File: src/rtl/bus_pkg.sv
`default_nettype none
// ============================================================================
//  Module      : bus_pkg
//  Description : Shared definitions for the round-robin bus matrix: arbiter
//                state encoding, page-to-slave decode and a clog2 helper.
//  Revision    : 1.0  initial release
// ============================================================================
package bus_pkg;

    // Arbiter state encoding
    localparam logic [0:0] c_st_idle  = 1'b0;
    localparam logic [0:0] c_st_owned = 1'b1;

    // Slave index width covers the largest supported slave count (16)
    localparam int c_sidx_w = 4;

    typedef struct packed {
        logic                hit;
        logic [c_sidx_w-1:0] idx;
    } dec_t;

    // Ceiling log2, at least 0; usable in constant expressions
    function automatic int clog2_f(input int value);
        int res;
        int v;
        res = 0;
        v   = value - 1;
        while (v > 0) begin
            res = res + 1;
            v   = v >> 1;
        end
        return res;
    endfunction

    // Map a page number to a slave index; hit only for base <= page < base+num
    function automatic dec_t decode_page(input logic [31:0] page, input int base, input int num);
        dec_t        d;
        logic [31:0] off;
        off   = page - 32'(base);
        d.hit = (page >= 32'(base)) && (off < 32'(num));
        d.idx = d.hit ? off[c_sidx_w-1:0] : '0;
        return d;
    endfunction

endpackage
`default_nettype wire

File: src/rtl/rr_arbiter.sv
`default_nettype none
// ============================================================================
//  Module      : rr_arbiter
//  Description : Round-robin bus arbiter with bus lock and optional hold-time
//                preemption. Grant is derived from registered state only.
//  Revision    : 1.0  initial release
// ============================================================================
module rr_arbiter
    import bus_pkg::*;
#(
    parameter int NUM_M    = 4,
    parameter int MAX_HOLD = 0
)
(
    input  logic                         clk,
    input  logic                         reset,
    input  logic [NUM_M-1:0]             req,
    output logic [NUM_M-1:0]             grant,
    output logic                         owned,
    output logic [clog2_f(NUM_M)-1:0]    owner
);

    localparam int IW  = clog2_f(NUM_M);
    localparam int IW1 = IW + 1;
    localparam int HW  = clog2_f(MAX_HOLD + 2);
    localparam logic [HW-1:0] c_hold_max  = HW'(MAX_HOLD);
    localparam logic [HW-1:0] c_hold_init = (MAX_HOLD > 0) ? HW'(1) : HW'(0);

    logic [0:0]       r_state;
    logic [IW-1:0]    r_owner;
    logic [IW-1:0]    r_ptr;
    logic [HW-1:0]    r_hold;

    logic [NUM_M-1:0] w_owner_oh;
    logic [NUM_M-1:0] w_others;
    logic [IW-1:0]    w_owner_nxt;
    logic [IW:0]      w_idle_pick;
    logic [IW:0]      w_rot_pick;
    logic             w_release;
    logic             w_preempt;

    // First set bit of vec searching upward from start, wrapping; MSB = found
    function automatic logic [IW:0] find_next(input logic [NUM_M-1:0] vec, input logic [IW-1:0] start);
        logic [IW:0] pos;
        logic [IW:0] pick;
        pick = '0;
        for (int i = 0; i < NUM_M; i++) begin
            pos = {1'b0, start} + IW1'(i);
            if (pos >= IW1'(NUM_M)) begin
                pos = pos - IW1'(NUM_M);
            end
            if (!pick[IW] && vec[pos[IW-1:0]]) begin
                pick = {1'b1, pos[IW-1:0]};
            end
        end
        return pick;
    endfunction

    assign w_owner_oh  = NUM_M'(1) << r_owner;
    assign w_others    = req & ~w_owner_oh;
    assign w_owner_nxt = (r_owner == IW'(NUM_M - 1)) ? '0 : r_owner + 1'b1;
    assign w_idle_pick = find_next(req, r_ptr);
    // Preempted owner is excluded so it re-enters the rotation last
    assign w_rot_pick  = find_next(w_others, w_owner_nxt);
    assign w_release   = ~req[r_owner];
    assign w_preempt   = (MAX_HOLD > 0) && (r_hold == c_hold_max) && (|w_others);

    assign owned = (r_state == c_st_owned);
    assign owner = r_owner;
    assign grant = owned ? w_owner_oh : '0;

    // Ownership, rotation pointer and hold counter
    always_ff @(posedge clk) begin
        if (reset) begin
            r_state <= c_st_idle;
            r_owner <= '0;
            r_ptr   <= '0;
            r_hold  <= '0;
        end else begin
            case (r_state)
                c_st_idle: begin
                    if (w_idle_pick[IW]) begin
                        r_state <= c_st_owned;
                        r_owner <= w_idle_pick[IW-1:0];
                        r_hold  <= c_hold_init;
                    end
                end
                default: begin
                    if (w_release || w_preempt) begin
                        r_ptr <= w_owner_nxt;
                        if (w_rot_pick[IW]) begin
                            r_owner <= w_rot_pick[IW-1:0];
                            r_hold  <= c_hold_init;
                        end else begin
                            r_state <= c_st_idle;
                            r_hold  <= '0;
                        end
                    end else if (r_hold < c_hold_max) begin
                        r_hold <= r_hold + 1'b1;
                    end
                end
            endcase
        end
    end

endmodule
`default_nettype wire

File: src/rtl/bus_matrix_rr.sv
`default_nettype none
// ============================================================================
//  Module      : bus_matrix_rr
//  Description : Shared-bus interconnect, NUM_M masters to NUM_S slaves with
//                round-robin arbitration, page decode and one-cycle read return.
//  Revision    : 1.0  initial release
// ============================================================================
module bus_matrix_rr
    import bus_pkg::*;
#(
    parameter int NUM_M     = 4,
    parameter int NUM_S     = 8,
    parameter int AW        = 16,
    parameter int DW        = 32,
    parameter int PAGE_LSB  = 8,
    parameter int BASE_PAGE = 0,
    parameter int MAX_HOLD  = 0
)
(
    input  logic                  clk,
    input  logic                  reset,
    input  logic [NUM_M-1:0]      m_req,
    input  logic [NUM_M-1:0]      m_wr,
    input  logic [NUM_M*AW-1:0]   m_addr,
    input  logic [NUM_M*DW-1:0]   m_dout,
    output logic [NUM_M-1:0]      m_grant,
    output logic [DW-1:0]         m_din,
    output logic [NUM_S-1:0]      s_sel,
    output logic                  s_wr,
    output logic [AW-1:0]         s_addr,
    output logic [DW-1:0]         s_din,
    input  logic [NUM_S*DW-1:0]   s_dout,
    output logic                  dec_err
);

    localparam int IW = clog2_f(NUM_M);

    logic                w_owned;
    logic [IW-1:0]       w_owner;
    logic [AW-1:0]       w_own_addr;
    logic [DW-1:0]       w_own_dout;
    logic                w_own_wr;
    dec_t                w_dec;
    logic                w_hit;

    logic                r_rd_valid;
    logic [c_sidx_w-1:0] r_rd_idx;
    logic                r_dec_err;

    rr_arbiter #(
        .NUM_M    (NUM_M),
        .MAX_HOLD (MAX_HOLD)
    ) u_arb (
        .clk   (clk),
        .reset (reset),
        .req   (m_req),
        .grant (m_grant),
        .owned (w_owned),
        .owner (w_owner)
    );

    // Select the current owner's address, write data and write strobe
    always_comb begin
        w_own_addr = '0;
        w_own_dout = '0;
        w_own_wr   = 1'b0;
        for (int i = 0; i < NUM_M; i++) begin
            if (w_owner == IW'(i)) begin
                w_own_addr = m_addr[i*AW +: AW];
                w_own_dout = m_dout[i*DW +: DW];
                w_own_wr   = m_wr[i];
            end
        end
    end

    assign w_dec  = decode_page(32'(w_own_addr[AW-1:PAGE_LSB]), BASE_PAGE, NUM_S);
    assign w_hit  = w_owned & w_dec.hit;

    assign s_sel  = w_hit ? (NUM_S'(1) << w_dec.idx) : '0;
    assign s_wr   = w_owned & w_own_wr;
    assign s_addr = w_owned ? w_own_addr : '0;
    assign s_din  = w_owned ? w_own_dout : '0;

    // Remember which slave was accessed so its data can be returned next cycle
    always_ff @(posedge clk) begin
        if (reset) begin
            r_rd_valid <= 1'b0;
            r_rd_idx   <= '0;
            r_dec_err  <= 1'b0;
        end else begin
            r_rd_valid <= w_hit;
            r_rd_idx   <= w_dec.idx;
            r_dec_err  <= w_owned & ~w_dec.hit;
        end
    end

    // Return the previously selected slave's data, zero when nothing was selected
    always_comb begin
        m_din = '0;
        for (int k = 0; k < NUM_S; k++) begin
            if (r_rd_valid && (r_rd_idx == c_sidx_w'(k))) begin
                m_din = s_dout[k*DW +: DW];
            end
        end
    end

    assign dec_err = r_dec_err;

endmodule
`default_nettype wire

File: config.mk
export PLATFORM = sky130hd
export DESIGN_NAME = bus_matrix_rr
export DESIGN_NICKNAME = d
export VERILOG_FILES = /design/src/rtl/bus_pkg.sv /design/src/rtl/rr_arbiter.sv /design/src/rtl/bus_matrix_rr.sv
export SDC_FILE = /design/constraint.sdc
export NUM_CORES = 1
export LEC_CHECK = 0
export ABC_AREA = 1
export CAP_MARGIN = 20
export CORE_AREA = 2 2 216 218
export DETAILED_ROUTE_END_ITERATION = 10
export DIE_AREA = 0 0 218 220
export PLACE_DENSITY = 0.36
export SLEW_MARGIN = 20
export SYNTH_ARGS = -nofsm -noshare
export SYNTH_HDL_FRONTEND = slang
export SYNTH_SLANG_ARGS = --single-unit
File: constraint.sdc
create_clock -name clk -period 2.4 [get_ports clk]
set_input_delay 0.36 -clock clk [delete_from_list [all_inputs] [get_ports clk]]
set_output_delay 0.36 -clock clk [all_outputs]
set_load 0.02 [all_outputs]
==> run_results.csv <==
group,metric,value,unit
sta,drv_slew,0,
power_and_ir_drop,combPwrFrac,91.6,%
routing,route.antenna.remaining_nets,0,
sta,finalWorstSetupSlack,-0.0901,ns
setup_path,critical_path_arrival,2.13,ns
setup_path,cp_num_buf_inv,5,
logic_synthesis,yosysWarnings,0,
global_routing,grt_usage,15.7,%
floorplanning,die_height,220,µm
power_and_ir_drop,p_total,7.67,mW
logic_synthesis,syn_avg_cell_area,5.05,µm²
power_and_ir_drop,irDropWorstVdd,0.340,mV
setup_path,startpoint_type,"flip-flop",
placement,placed_cell_area,11600,µm²
clock_tree,clkLatencyLatePin,0.25,ns
setup_path,crit_fanout,6,
clock_tree,cts_tree,"built",
routing,initialDrtViolationCount,308,
setup_path,worstPathRequired,2.04,ns
logic_synthesis,synth_area,4620,µm²
routing,drc_errors,0,
job,max_cap_violations,0,
global_routing,grt_overflow,0,
sta,holdWs,0.624,ns
setup_path,cp-end-kind,"output pin",
sta,fmax,0.402,GHz
clock_tree,cts_sinks,11,
routing,vias_per_cell,4.01,
power_and_ir_drop,sw_frac_of_total,51.5,%
routing,wl_per_cell,19.0,µm
clock_tree,clock-root-buffer,"clkbuf_16",
global_routing,grt_max_degree,35,
logic_synthesis,synth_edf_count,0,
floorplanning,io_pins,552,
global_routing,grt_pass1_vias,8831,
finish,fin_area,12100,µm²
sta,clock_skew,0.00645,ns
sta,hold_violations,0,
setup_path,crit_path_top_delay_cell,"dfxtp_4",
floorplanning,start_util,10.1,%
logic_synthesis,synth-seq-area-share,4.76,%
logic_synthesis,syn_inst,916,
sta,finalSetupViolCount,8,
floorplanning,core,45900,µm²
power_and_ir_drop,p_per_area,633,nW/µm²
setup_path,crit_family,"buffers and inverters",
power_and_ir_drop,p_int,3.71,mW
floorplanning,num_rows,79,
placement,portBuffers,551,
sta,min_period_over_period,104,%
sta,setup_tns,-0.512,ns
status,status,"complete, but fails checks",
logic_synthesis,syn_nets,1378,
logic_synthesis,synth_common_cells,"nand2_1, o21ai_0, inv_1",
logic_synthesis,async_flop_share,0,%
finish,fin_nets,1989,
floorplanning,die_w,218,µm
sta,fin_crit,2.49,ns
setup_path,path_cells,"buf_6 -> ha_4 -> buf_6 -> a21oi_1 -> nand2_1 -> o21ai_2 -> nand3_4 -> nor2_8 -> buf_6 -> nand4_1 -> inv_1 -> buf_6",
clock_tree,cts-buffers-inserted,3,
logic_synthesis,synth_most_common_cell,"nand2_1",
power_and_ir_drop,p_switching,3.95,mW
clock_tree,cts_max_path_buffers,2,
logic_synthesis,synth_top_area_share,24.5,%
clock_tree,path_clk_slew,0.05,ns
routing,dr.pass1.iters,4,
routing,routed_wl,40500,µm
floorplanning,dieArea,48000,µm²
placement,hpwl,34500,µm
global_routing,grt_first_pass_wirelength,56300,µm
power_and_ir_drop,clkPwrFrac,4.3,%
power_and_ir_drop,p_leak,5.18,nW
routing,vias,8576,
logic_synthesis,yosysUniqueCellTypes,39,
power_and_ir_drop,power_frac_seq,4.1,%
logic_synthesis,synth.largest_area_cell,"nand2_1",
logic_synthesis,synth_ff_type,"dfxtp_1",
status,violations,"negative setup slack",
setup_path,crit_top_cell,"buf_6",
global_routing,antenna_found_initial,5,
sta,rsz0062_at_grt,"yes",
finish,final_layout_size_suffix_gt1_share,21.4,%
finish,area_growth,162,%
hold_path,min_path_type,"flip-flop to flip-flop",
setup_path,crit_type,"flip-flop to output pin",
clock_tree,cts_hold_buffers,0,
setup_path,slowest_delay,0.37,ns
logic_synthesis,ys_ff_latch,11,
logic_synthesis,ys_top_cells_by_area,"nand2_1, o21ai_0, a21oi_1",
clock_tree,cts_max_level,1,
placement,gp_congestion,0.904,
[cell usage in the layout, fill, tap and decap left out, types with 9 or more instances in the layout]
cell / instances
a22oi_1: 37
clkdlybuf4s50_1: 461
buf_12: 21
o21ai_2: 9
nand2_2: 14
inv_1: 88
o21ai_0: 74
buf_2: 33
nand3_1: 25
a21oi_1: 72
o22ai_1: 29
buf_6: 24
inv_2: 11
nor2_1: 23
a21oi_2: 19
nor2_4: 13
o21ai_1: 20
nand2_1: 294
buf_4: 113
nand4_1: 31
and3_1: 23
[power groups by stage]
| stage | combinational, mW | sequential (mW) | clock (mW) |
|---|---|---|---|
| 2_1_floorplan | 3.32 | 0.269 | 0 |
| 3_3_place_gp | 6.33 | 0.291 | 0 |
| 3_5_place_dp | 6.32 | 0.294 | 0 |
| 4_1_cts | 6.50 | 0.306 | 0.341 |
| 5_1_grt | 7.65 | 0.325 | 0.353 |
| 6_report | 7.02 | 0.317 | 0.328 |
[worst paths after layout]
path              slack, ns  cells past startpoint                   startpoint                          end
hold reg to reg        0.62                      2  u_arb.r_ptr[1]$_SDFFE_PP0P_  u_arb.r_ptr[1]$_SDFFE_PP0P_
setup reg to reg       0.24                     15  u_arb.owner[1]$_SDFFE_PP0P_  u_arb.owner[0]$_SDFFE_PP0P_
setup / recovery      -0.09                     12  u_arb.owner[0]$_SDFFE_PP0P_                     s_sel[4]
hold / removal         0.62                      2  u_arb.r_ptr[1]$_SDFFE_PP0P_  u_arb.r_ptr[1]$_SDFFE_PP0P_
[cell type report]
type                       count  area [µm²]
antenna                        3        7.51
tap                          607         759
timing repair buffer         670        6550
multi-input combinational    737        4080
clock inverter                 1        5.00
inverter                     104         408
sequential                    11         236
clock buffer                   3        75.1
fill                        5201       33700
[worst reg2reg max path, cell delays in order (launching register included)]
cell and delay (ns):
dfxtp_4 0.35, buf_6 0.13, ha_4 0.17, inv_4 0.15
buf_4 0.20, nand2_1 0.11, nand2_1 0.15, nand2_1 0.08
nand2_1 0.07, nand2_1 0.12, nand3_2 0.13, nand2_2 0.08
nand2_2 0.08, inv_2 0.03, nor2_1 0.14, nor2_1 0.07
[through the flow]
| stage | setup WS [ns] | util (%) | cells |
|---|---|---|---|
| 5_1_grt | -0.221 | 26.4 | 2135 |
| 4_1_cts | -0.133 | 25.8 | 2120 |
| 2_1_floorplan | 0.103 | - | 916 |
| 3_5_place_dp | -0.505 | 25.3 | 2109 |
| 3_3_place_gp | -0.490 | 25.3 | 2109 |
| 6_report | -0.0901 | 26.4 | 2136 |
[routing by layer]
layer / vias up / track usage (%) / share of wire, %
met3: 42 / 3.89 / 8.3
li1: 4317 / - / -
met4: 2 / 3.36 / 2.0
met5: - / 0 / 0.039
met2: 350 / 30.9 / 53
met1: 3865 / 16.5 / 37
[kinds of logic (layout without fill, tap and decap cells)]
| logic type | count (synthesis) | in the layout | synth area share, % |
|---|---|---|---|
| simple gates | 454 | 454 | 44.1 |
| compound gates | 278 | 278 | 34.3 |
| buf+inv | 168 | 778 | 15.6 |
| flops | 11 | 11 | 4.76 |
| fa+ha+maj | 4 | 4 | 1.08 |
| other cells | 1 | 4 | 0.0811 |
[registers in the layout, summed over array words and instances (netlist names)]
signal,cells
r_rd_idx,4
u_arb.owner,2
u_arb.r_ptr,2
dec_err,1
r_rd_valid,1
u_arb.owned,1
[repair_timing]
action | in CTS | in global routing
setup endpoints to repair | 90 | 76
gates resized for setup | 378 | 147
cloned | 2 | 3
setup buffers | 5 | 11
pin swaps | 16 | 34
Note: power is estimated with default switching activity, not from simulation.
